[config.mk]
export PLATFORM = sky130hd
export DESIGN_NAME = lmc_mem_arbiter
export DESIGN_NICKNAME = d
export VERILOG_FILES = /design/src/rtl/lmc_pkg.sv /design/src/rtl/rr_arb2.sv /design/src/rtl/lmc_mem_arbiter.sv
export SDC_FILE = /design/constraint.sdc
export NUM_CORES = 1
export LEC_CHECK = 0
export ABC_AREA = 1
export BUFFER_PORTS_ARGS = -buffer_cell sky130_fd_sc_hd__buf_2
export CAP_MARGIN = 20
export CORE_MARGIN = 2
export CORE_UTILIZATION = 47
export DETAILED_ROUTE_END_ITERATION = 12
export PLACE_DENSITY_LB_ADDON = 0.12
export RECOVER_POWER = 25
export SYNTH_ARGS = -nofsm -noshare
export SYNTH_HDL_FRONTEND = slang
export SYNTH_SLANG_ARGS = --single-unit
[constraint.sdc]
create_clock -name clk -period 1.64 [get_ports clk]
set_input_delay 0.328 -clock clk [delete_from_list [all_inputs] [get_ports clk]]
set_output_delay 0.328 -clock clk [all_outputs]
set_load 0.02 [all_outputs]
[src/rtl/lmc_pkg.sv]
// Shared constants and types for the LMC memory arbiter.
package lmc_pkg;

  localparam int unsigned ADDR_W    = 7;
  localparam int unsigned WORD_W    = 11;
  localparam int unsigned MEM_DEPTH = 100;

  typedef enum logic {
    PORT_CPU  = 1'b0,
    PORT_HOST = 1'b1
  } lmc_port_t;

  // One slot of the read/error return pipeline.
  typedef struct packed {
    logic      valid;
    lmc_port_t port;
    logic      err;
  } ret_entry_t;

  function automatic lmc_port_t other_port(lmc_port_t p);
    return (p == PORT_CPU) ? PORT_HOST : PORT_CPU;
  endfunction

endpackage

[src/rtl/rr_arb2.sv]
// Two-input round-robin picker; the pointer flips to the loser after every grant.
module rr_arb2
  import lmc_pkg::*;
(
  input  logic       clk,
  input  logic       reset,
  input  logic [1:0] req,
  input  logic       advance,
  output logic [1:0] gnt
);

  lmc_port_t ptr_q, ptr_d;

  // Bit 0 is the CPU, bit 1 the host.
  always_comb begin
    gnt = 2'b00;
    case (req)
      2'b01:   gnt = 2'b01;
      2'b10:   gnt = 2'b10;
      2'b11:   gnt = (ptr_q == PORT_CPU) ? 2'b01 : 2'b10;
      default: gnt = 2'b00;
    endcase
  end

  always_comb begin
    ptr_d = ptr_q;
    if (advance) begin
      ptr_d = other_port(gnt[1] ? PORT_HOST : PORT_CPU);
    end
  end

  always_ff @(posedge clk or negedge reset) begin
    if (!reset) begin
      ptr_q <= PORT_CPU;
    end else begin
      ptr_q <= ptr_d;
    end
  end

endmodule

[src/rtl/lmc_mem_arbiter.sv]
// Shares the single-port LMC memory between the CPU and the host loader port.
// Define LMC_ARB_STATS_EN to add saturating grant and conflict counters.
module lmc_mem_arbiter #(
  parameter int unsigned ADDR_W    = lmc_pkg::ADDR_W,
  parameter int unsigned WORD_W    = lmc_pkg::WORD_W,
  parameter int unsigned MEM_DEPTH = lmc_pkg::MEM_DEPTH
) (
  input  logic                     clk,
  input  logic                     reset,

  input  logic                     cpu_req,
  input  logic                     cpu_we,
  input  logic [ADDR_W-1:0]        cpu_addr,
  input  logic signed [WORD_W-1:0] cpu_wdata,
  output logic                     cpu_gnt,
  output logic                     cpu_rvalid,
  output logic signed [WORD_W-1:0] cpu_rdata,
  output logic                     cpu_err,

  input  logic                     host_req,
  input  logic                     host_we,
  input  logic [ADDR_W-1:0]        host_addr,
  input  logic signed [WORD_W-1:0] host_wdata,
  output logic                     host_gnt,
  output logic                     host_rvalid,
  output logic signed [WORD_W-1:0] host_rdata,
  output logic                     host_err,

  input  logic                     host_hold,
  output logic                     cpu_stalled,

  output logic [ADDR_W-1:0]        mem_addr,
  output logic                     mem_we,
  output logic signed [WORD_W-1:0] mem_wdata,
`ifdef LMC_ARB_STATS_EN
  output logic [15:0]              cpu_grant_cnt,
  output logic [15:0]              host_grant_cnt,
  output logic [15:0]              conflict_cnt,
`endif
  input  logic signed [WORD_W-1:0] mem_rdata
);

  logic [1:0]               elig;
  logic [1:0]               arb_gnt;
  logic                     accept;
  logic                     acc_host;
  logic                     acc_we;
  logic                     acc_in_range;
  logic [ADDR_W-1:0]        acc_addr;
  logic signed [WORD_W-1:0] acc_wdata;
  logic                     ret_cpu;
  logic                     ret_host;

  lmc_pkg::ret_entry_t ret_d, ret_q;

  // A held CPU is simply not a candidate, so the pointer is untouched by the hold itself.
  assign elig = {host_req, cpu_req & ~host_hold};

  rr_arb2 u_rr_arb2 (
    .clk     (clk),
    .reset   (reset),
    .req     (elig),
    .advance (accept),
    .gnt     (arb_gnt)
  );

  assign cpu_gnt  = arb_gnt[0] & reset;
  assign host_gnt = arb_gnt[1] & reset;
  assign accept   = cpu_gnt | host_gnt;
  assign acc_host = host_gnt;

  always_comb begin
    acc_we    = cpu_we;
    acc_addr  = cpu_addr;
    acc_wdata = cpu_wdata;
    if (acc_host) begin
      acc_we    = host_we;
      acc_addr  = host_addr;
      acc_wdata = host_wdata;
    end
  end

  assign acc_in_range = 32'(acc_addr) < MEM_DEPTH;

  // Reads always return; writes return only to report a bad address.
  always_comb begin
    ret_d       = '0;
    ret_d.valid = accept & (~acc_we | ~acc_in_range);
    ret_d.port  = acc_host ? lmc_pkg::PORT_HOST : lmc_pkg::PORT_CPU;
    ret_d.err   = ~acc_in_range;
  end

  always_ff @(posedge clk or negedge reset) begin
    if (!reset) begin
      mem_addr  <= '0;
      mem_we    <= 1'b0;
      mem_wdata <= '0;
    end else begin
      mem_we <= accept & acc_in_range & acc_we;
      if (accept && acc_in_range) begin
        mem_addr  <= acc_addr;
        mem_wdata <= acc_wdata;
      end
    end
  end

  assign ret_cpu  = ret_q.valid && (ret_q.port == lmc_pkg::PORT_CPU);
  assign ret_host = ret_q.valid && (ret_q.port == lmc_pkg::PORT_HOST);

  // mem_rdata belongs to the access in ret_q; capture it into the owner's rdata.
  always_ff @(posedge clk or negedge reset) begin
    if (!reset) begin
      ret_q       <= '0;
      cpu_rvalid  <= 1'b0;
      cpu_err     <= 1'b0;
      cpu_rdata   <= '0;
      host_rvalid <= 1'b0;
      host_err    <= 1'b0;
      host_rdata  <= '0;
    end else begin
      ret_q       <= ret_d;
      cpu_rvalid  <= ret_cpu;
      cpu_err     <= ret_cpu & ret_q.err;
      host_rvalid <= ret_host;
      host_err    <= ret_host & ret_q.err;
      if (ret_cpu) begin
        cpu_rdata <= ret_q.err ? '0 : mem_rdata;
      end
      if (ret_host) begin
        host_rdata <= ret_q.err ? '0 : mem_rdata;
      end
    end
  end

  always_ff @(posedge clk or negedge reset) begin
    if (!reset) begin
      cpu_stalled <= 1'b0;
    end else begin
      cpu_stalled <= cpu_req & ~cpu_gnt;
    end
  end

`ifdef LMC_ARB_STATS_EN
  logic conflict;

  assign conflict = (elig == 2'b11);

  always_ff @(posedge clk or negedge reset) begin
    if (!reset) begin
      cpu_grant_cnt  <= '0;
      host_grant_cnt <= '0;
      conflict_cnt   <= '0;
    end else begin
      if (cpu_gnt && cpu_grant_cnt != 16'hFFFF) begin
        cpu_grant_cnt <= cpu_grant_cnt + 16'd1;
      end
      if (host_gnt && host_grant_cnt != 16'hFFFF) begin
        host_grant_cnt <= host_grant_cnt + 16'd1;
      end
      if (conflict && conflict_cnt != 16'hFFFF) begin
        conflict_cnt <= conflict_cnt + 16'd1;
      end
    end
  end
`endif

endmodule

# After elaboration in Yosys (flattened, before gate mapping)

Cells that the tools add are included.

Magnitude comparators: 1
Muxes and demuxes: 9
Eq/ne operators: 3
Bitwise logic cells: 16
Reductions and logical operators: 3

Operators by type and width:

| kind                                                             | count |
|---|---|
| 11-bit two-way mux                                               | 2 |
| 1-bit bitwise AND                                                | 9 |
| 7-bit < comparator (second input constant)                       | 1 |
| 7-bit two-way mux                                                | 1 |
| 2-bit case mux with 3 select lines                               | 1 |
| 1-bit NOT                                                        | 5 |
| 2-bit == test (second input constant)                            | 2 |
| 1-bit two-way mux                                                | 4 |
| 1-bit logical AND                                                | 3 |
| 2-bit by 1-bit == test with 1-bit output (second input constant) | 1 |
| 2-bit two-way mux                                                | 1 |
| 1-bit OR                                                         | 2 |

Logic and storage cells: 46
Output and inout port bits: 48
Input bits: 54
Bits in registers: 50

# Logic depth before layout (Yosys ltp)

Gate-level depths: netlist of run 1.

Word-level depth: 10
Gate-level depth with buffers: 12
Gate-level depth less buffers: 10

# By module

From an unflattened synthesis of run 1, not the netlist that was laid out.

Cells, all modules: 285
Area total of the unflattened synthesis: 2,387.3 µm²

By module, submodules not included:

| module          | area an instance (µm²) | sequential area each (µm²) | cells an instance | times used |
|---|---|---|---|---|
| lmc_mem_arbiter | 2,326.0                | 1,226.2                    | 275               | 1 |
| rr_arb2         | 61.3                   | 25.0                       | 10                | 1 |

# Least setup slack after synthesis of run 1

No wires, ideal clock.

Path type: flip-flop to flip-flop
Start: reg u_rr_arb2.ptr_q
End: reg mem_addr[0]
Arrival time: 1.307 ns
Stages on the path, launching flop included: 13
Setup time: 0.117 ns
Buffers on the path: 2
Period minus slack after synthesis: 1.424 ns
Setup slack: 0.216 ns
Required time: 1.523 ns
Cell sequence: dfrtp_1 inv_2 nand3_4 nand2_2 buf_6 nand2_1 nand2_2 nand3_2 nand2_2 nand2_4 buf_12 nand2_2 nand2_1

Word-level cells in the longest chain between the ends: 6
Elaborated cells between the ends (all ways): 8
Classes of those cells: 1 x order compare; 3 x mux; 3 x bitwise; 1 x reduce/logical

RTL lines:

| element                              | RTL line               | text |
|---|---|---|
| start, declared                      | rr_arb2.sv:12          | `lmc_port_t ptr_q, ptr_d;` |
| start signal, assigned               | rr_arb2.sv:36          | `ptr_q <= ptr_d;` |
| 2-bit two-way mux *                  | rr_arb2.sv:20          | `2'b11: gnt = (ptr_q == PORT_CPU) ? 2'b01 : 2'b10;` |
| 2-bit case mux with 3 select lines * | rr_arb2.sv:17          | `case (req)` |
| 1-bit bitwise AND                    | lmc_mem_arbiter.sv:68  | `assign host_gnt = arb_gnt[1] & reset;` |
| 7-bit two-way mux                    | lmc_mem_arbiter.sv:76  | `if (acc_host) begin` |
| 7-bit < comparator                   | lmc_mem_arbiter.sv:83  | `assign acc_in_range = 32'(acc_addr) < MEM_DEPTH;` |
| 1-bit logical AND                    | lmc_mem_arbiter.sv:100 | `if (accept && acc_in_range) begin` |
| end signal, assigned                 | lmc_mem_arbiter.sv:101 | `mem_addr <= acc_addr;` |
| end, declared                        | lmc_mem_arbiter.sv:32  | `output logic [ADDR_W-1:0] mem_addr,` |

Every way passes the cells marked *; elsewhere a longest branch is shown, timed or not.
A chain may end at the register's enable or synchronous reset.

# Worst setup path after layout of run 1

Start: reg u_rr_arb2.ptr_q
End: out cpu_gnt

Word-level cells in the longest chain between the ends: 3

RTL lines:

| element                            | RTL line              | text |
|---|---|---|
| 2-bit two-way mux                  | rr_arb2.sv:20         |  |
| 2-bit case mux with 3 select lines | rr_arb2.sv:17         |  |
| 1-bit bitwise AND                  | lmc_mem_arbiter.sv:67 | `assign cpu_gnt = arb_gnt[0] & reset;` |
| end, declared                      | lmc_mem_arbiter.sv:15 | `output logic cpu_gnt,` |

Every way passes these cells.

==> results of run 1 <==
==> final timing paths <==
kind | start | end | slack (ns)
worst max-delay path | u_rr_arb2.ptr_q | cpu_gnt | 0.009
worst min-delay path | mem_rdata[9] | host_rdata[9] | 0.32
worst max register to register | u_rr_arb2.ptr_q | mem_wdata[10] | 0.12
worst min register to register | ret_q[1] | cpu_err | 0.46
max in group asynchronous | reset | mem_we | 0.50
min in group asynchronous | reset | u_rr_arb2.ptr_q | 0.41
==> metal layers <==
metal / vias up / share of wire [%]
li1: 1059 / -
met1: 928 / 44
met2: 70 / 49
met3: 6 / 6.4
met4: 0 / 1.1
met5: - / 0
==> worst max-delay path, delay by kind of cell, from the launching register on <==
family                 cells  cell delay (ns)
DFF                        1             0.43
AOI/OAI and AO/OA          1             0.25
and+or+nand+nor            1             0.14
buffers and inverters      2             0.19
==> synth_stat cells <==
library cell,number
dfrtp_1,50
buf_4,3
a211oi_1,1
nand2_2,15
nor3_1,1
clkbuf_1,3
nand3_4,1
o21ai_0,2
buf_12,1
or2_1,1
buf_6,1
mux2_2,11
inv_2,4
buf_2,4
nand2_4,1
nand2_1,109
nor2_2,2
nand3b_1,3
clkinv_2,1
nand3_1,20
nand3_2,1
inv_1,29
nor2_1,14
a21boi_1,1
==> power by group through the flow <==
| stage | logic (mW) | clock network [mW] | registers [mW] |
|---|---|---|---|
| final | 1.29 | 0.741 | 1.70 |
| after global routing | 1.43 | 0.820 | 1.74 |
| after CTS | 1.29 | 0.769 | 1.70 |
| after detailed placement | 1.28 | 0 | 1.72 |
| after global placement | 1.25 | 0 | 1.73 |
| after floorplan | 0.441 | 0 | 2.08 |
==> through the flow <==
| step | worst slack, ns | power [mW] | instance area [um^2] | util [%] |
|---|---|---|---|---|
| 5_1_grt | -0.04447 | 3.986 | 3083 | 64.42 |
| 3_5_place_dp | 0.02531 | 3.009 | 2927 | 61.15 |
| 6_report | 0.008648 | 3.731 | 3083 | 64.42 |
| 4_1_cts | -0.002457 | 3.761 | 3032 | 63.35 |
| 3_3_place_gp | 0.09458 | 2.981 | 2927 | 61.15 |
| 2_1_floorplan | 0.2158 | 2.524 | 2355 | - |
==> cell families after synthesis <==
group | Yosys count
compound gates | 4
buf+inv | 46
flops | 50
mux | 11
simple gates | 168
==> repair_timing <==
| item | in CTS | in global routing |
|---|---|---|
| setup buffers | 0 | 1 |
| endpoints found under the setup margin | 2 | 13 |
| hold endpoints to repair | 0 | 0 |
| gates resized for setup | 2 | 12 |
| pin swaps | 0 | 4 |
| hold buffers | 0 | 0 |
==> layout make-up <==
type / count / area share, %
sequential: 50 / 40.58
multi-input combinational: 183 / 29.91
timing repair buffer: 111 / 19.28
inverter: 34 / 4.424
tap: 67 / 2.719
clock buffer: 6 / 2.679
clock inverter: 2 / 0.4058
==> flip-flops by register name (all words and copies together), names as in the netlist <==
register	flops
cpu_rdata	11
host_rdata	11
mem_wdata	11
mem_addr	7
ret_q	3
cpu_err	1
cpu_rvalid	1
cpu_stalled	1
host_err	1
host_rvalid	1
mem_we	1
u_rr_arb2.ptr_q	1
==> metrics.cfg, run 1 <==
[run_status]
status=complete, no violations

[place]
dpl.hpwl_um=3772
gp_congestion=0.7773
post-place-cells=444
port_buffers=101

[synthesis]
synth_top_cell_area_share_pct=53.13
synth_top_family_by_area=simple AND/OR/NAND/NOR gates
yosysUniqueCellTypes=24
synth.yosys.seq_area_share_pct=53.13
avgSynthCellArea_um2=8.440
synth-simple-area-share_pct=31.46
synthAdderAreaFrac_pct=0
ys_seq_elements=50
synth_top_area_cell=dfrtp_1
syn-cell-area_um2=2355
synthTopCellsByArea=dfrtp_1, nand2_1, mux2_2, inv_1, nand3_1
yosys.area_share.xor_xnor_pct=0
synth_cells=279
muxShareOfSynthArea_pct=5.260
synth_nets=333
synth-compound-area-share_pct=1.063
yosysWarnings=0

[sta]
rsz0062_at_grt=yes
whs_ns=0.3171
skew_ns=0.002973
period_share_pct=99.47
report.final.hold_viol_count=0
post-route-min-period_ns=1.631
tns_ns=0
fmaxAchievable_mhz=613.0
tightest_slew_ns=1.223
setup_viol=0
max_slew_margin_pct=18.48
slew_violations=0

[routing]
ant_nets=0
viasPerCell=4.554
post_drt_wl_per_cell_um=11.36
drt_iter0_markers=135
drt_first_pass_iters=4
wl_um=5144
drcViolationCount=0
via_count=2063

[setup_path]
critPathCaptureType=output port
worstRegToRegCells=10
path_class=flop to output port
path_cells=a211oi_2 > nand2_1 > inv_2 > buf_6
crit_arrival_ns=1.30
crit_slowest_cell=dfrtp_1
setup.worst_path.start_class=flop
cp_slowest_stage_delay_ns=0.43
critPathMaxFanout=3
required_ns=1.31

[floorplanning]
rows=25
fp.coreArea_um2=4786
die_area_um2=5592
io_pins=102
die_h_um=74.78
die_x_um=74.78
start_util_pct=49.20

[final_layout]
layout_commonest_cell=nand2_1
fillers=420
drive_above_1_share_pct=40.67
layout_common_cells=nand2_1, buf_2, dfrtp_1
nets=439
seq_area_um2=1251
diodes=0
final_cells=453
multi_input_area_um2=922.1
area_growth_pct=30.92

[clock_network]
cts_max_level=2
cts_tree=yes
clock_path_buffers=2
cts_inserted_buffers=5
cts.sinks=50
clkLatencyLatePin_ns=0.30
cts_root_buffer=clkbuf_8
clkTransAtPathRegs_ns=0.09

[global_route]
use_met1_pct=24.70
grt_pass1_wl_um=8197
grt-ovfl-total=0
grt_max_degree=51
grt_pass1_vias=1780
met3_usage_pct=5.355
groute.layer.met2.usage_pct=32.35
grtUsageTotal_pct=19.46
busiest_layer=met2
grt_antenna_before_repair=0

[pwr]
power.share.switching_pct=36.83
p_switching_mw=1.374
p_int_mw=2.357
power_leakage_nw=1.850
clockPowerShare_pct=19.9
powerDensity_nw_per_um2=1210
peakVddDrop_mv=0.5379
power_frac_seq_pct=45.6
p_comb_share_pct=34.5

[flow_run]
cap_viol_max_count=0

[hold_path]
min_path_cells=5
min_path_type=input port to flop

No activity file was read; power rests on OpenSTA's default activity.
==> inputs of run 2 (changes only) <==
Clock period 1.64 ns to 1.8 ns, I/O delays scaled along.
==> run 2 against run 1 <==
Effect of this change:
- non-clock buffer count decreased by 2
- sequential power decreased by 9%
- first-iteration DRC count decreased by 36%
- sequential share of layout area increased by 0.96 points
- final cell count decreased by 0.44%
- clock skew increased by 0.0038 ns
- die area unchanged
- critical endpoint is now host_gnt
- largest cell class unchanged
- largest power group unchanged
- highest routed layer unchanged
==> metrics.cfg, run 2 (same netlist as run 1, synthesis figures left out) <==
[clock_network]
clock_path_buffers=2  ; unchanged
cts.sinks=50  ; unchanged
clkTransAtPathRegs_ns=0.08  ; about the same
cts_max_level=2  ; unchanged
cts_inserted_buffers=5  ; unchanged
cts.hold.buffers_added=0  ; unchanged
cts_tree=yes
clkLatencyLatePin_ns=0.30  ; about the same
cts_root_buffer=clkbuf_8

[final_layout]
layout_common_cells=nand2_1, buf_2, dfrtp_1
design_area_um2=3012  ; -2.3%
layout_commonest_cell=nand2_1
final_cells=451  ; -0.44%
fin_util_pct=62.93  ; -1.5 points
area_growth_pct=27.90
drive_above_1_share_pct=39.32  ; -1.4 points
reg.largest.list=cpu_rdata: 11 flops, host_rdata: 11 flops, mem_wdata: 11 flops
nets=437  ; -0.46%
diodes=0  ; unchanged

[sta]
report.final.hold_viol_count=0  ; unchanged
slew_violations=0  ; unchanged
rsz0062_at_grt=no
post-route-min-period_ns=1.658
fmaxAchievable_mhz=603.0
period_share_pct=92.13
fin_ws_ns=0.1416  ; +0.1330 ns
setup_viol=0  ; unchanged
tns_ns=0  ; unchanged
max_slew_margin_pct=21.42  ; +2.9 points
tightest_slew_ns=1.179  ; -0.04405 ns
skew_ns=0.006821  ; +0.003848 ns

[pwr]
peakVddDrop_mv=0.4066  ; -24%
power_leakage_nw=1.834  ; -0.89%
powerDensity_nw_per_um2=1111  ; -8.2%

[floorplanning]
io_pins=102  ; unchanged
fp.coreArea_um2=4786  ; unchanged
rows=25  ; unchanged
start_util_pct=49.20  ; unchanged
die_x_um=74.78  ; unchanged
die_area_um2=5592  ; unchanged
die_h_um=74.78  ; unchanged

[run_status]
status=complete, no violations

[routing]
drcViolationCount=0  ; unchanged
wl_um=4895  ; -4.8%
post_drt_wl_per_cell_um=10.85  ; -4.4%
viasPerCell=4.461  ; -2.0%
ant_nets=0  ; unchanged
via_count=2012  ; -2.5%
drt_iter0_markers=86  ; -36%
drt_first_pass_iters=4  ; unchanged

[setup_path]
r2r_start=u_rr_arb2.ptr_q
crit_arrival_ns=1.30  ; about the same
required_ns=1.44  ; +0.13 ns
path_class=flop to output port
critPathCaptureType=output port
crit_slowest_cell=dfrtp_1
cp_slowest_stage_delay_ns=0.39  ; -0.04 ns
critPathMostFrequentCell=inv_2
setup.worst_path.start_class=flop
path_cells=inv_2 > nand3_4 > nand2_4 > inv_2 > buf_2
r2r_setup_slack_ns=0.23  ; +0.11 ns
r2r_end=mem_wdata[5]
worstRegToRegCells=10  ; unchanged
critPathMaxFanout=11  ; +8

[hold_path]
worstHoldStart=cpu_req
min_path_type=input port to flop
hold_path_end=cpu_stalled
min_path_cells=3  ; -2

[flow_run]
cap_viol_max_count=0  ; unchanged

[place]
dpl.hpwl_um=3689  ; -2.2%
post-place-cells=443  ; -0.23%
gp_congestion=0.7896  ; +1.6%
pre_cts_slack_ns=0.02783  ; +0.002521 ns
port_buffers=101  ; unchanged
placed_area_um2=2919  ; -0.26%

[global_route]
grt-ovfl-total=0  ; unchanged
grt_pass1_vias=1786  ; +0.34%
grt_max_degree=51  ; unchanged
grt_pass1_wl_um=8031  ; -2.0%
grtUsageTotal_pct=18.92  ; -0.54 points
grt_antenna_before_repair=0  ; unchanged

-- run 2: worst max path at each step --
stage,slack [ns],startpoint,endpoint,depth (start not counted)
6_report,0.14,u_rr_arb2.ptr_q,host_gnt,5
4_1_cts,0.05,u_rr_arb2.ptr_q,host_gnt,5
3_5_place_dp,0.03,reset,mem_wdata[5],11
5_1_grt,0.0001,u_rr_arb2.ptr_q,cpu_gnt,4
2_1_floorplan,0.37,host_req,mem_addr[0],12
3_3_place_gp,0.13,reset,mem_wdata[4],11
-- run 2: area by class of cell --
cell class / instances / area [um^2]
clock buffers: 7 / 86.33
clock inverters: 1 / 5.005
fillers: 465 / 1774
inverters: 34 / 128.9
multi-input cells: 183 / 894.6
flip-flops and latches: 50 / 1251
well taps: 67 / 83.83
repair buffers: 109 / 561.8
-- run 2: report_power, final --
| part | total, mW | leakage (nW) | internal (mW) | switching [mW] |
|---|---|---|---|---|
| clock | 0.646 | 0.0482 | 0.310 | 0.336 |
| combinational | 1.15 | 1.16 | 0.430 | 0.717 |
| sequential | 1.55 | 0.627 | 1.40 | 0.156 |
| total | 3.35 | 1.83 | 2.14 | 1.21 |
-- run 2: stage by stage --
step	hold WS, ns	power, mW
global placement	0.4466	2.714
CTS	0.2227	3.388
floorplan	0.06441	2.299
finish	0.3366	3.345
global route	0.3395	3.572
detailed placement	0.4505	2.737
-- run 2: worst max-delay path, delay by kind of cell, from the launching register on --
family | cells | cell delay (ns)
DFF | 1 | 0.39
buffers and inverters | 3 | 0.38
and+or+nand+nor | 2 | 0.24
-- run 2: routing by layer --
| metal | vias up | GRT usage [%] | part of all wire [%] |
|---|---|---|---|
| li1 | 1051 | - | - |
| met3 | 6 | 4.016 | 6.0 |
| met5 | - | 0 | 0 |
| met2 | 72 | 30.78 | 46 |
| met1 | 883 | 25.35 | 47 |
| met4 | 0 | 6.548 | 1.1 |
-- run 2: timing repair --
action                     in CTS  in global routing
resized for setup               0                  1
setup buffers                   0                  0
setup endpoints to repair       0                  3
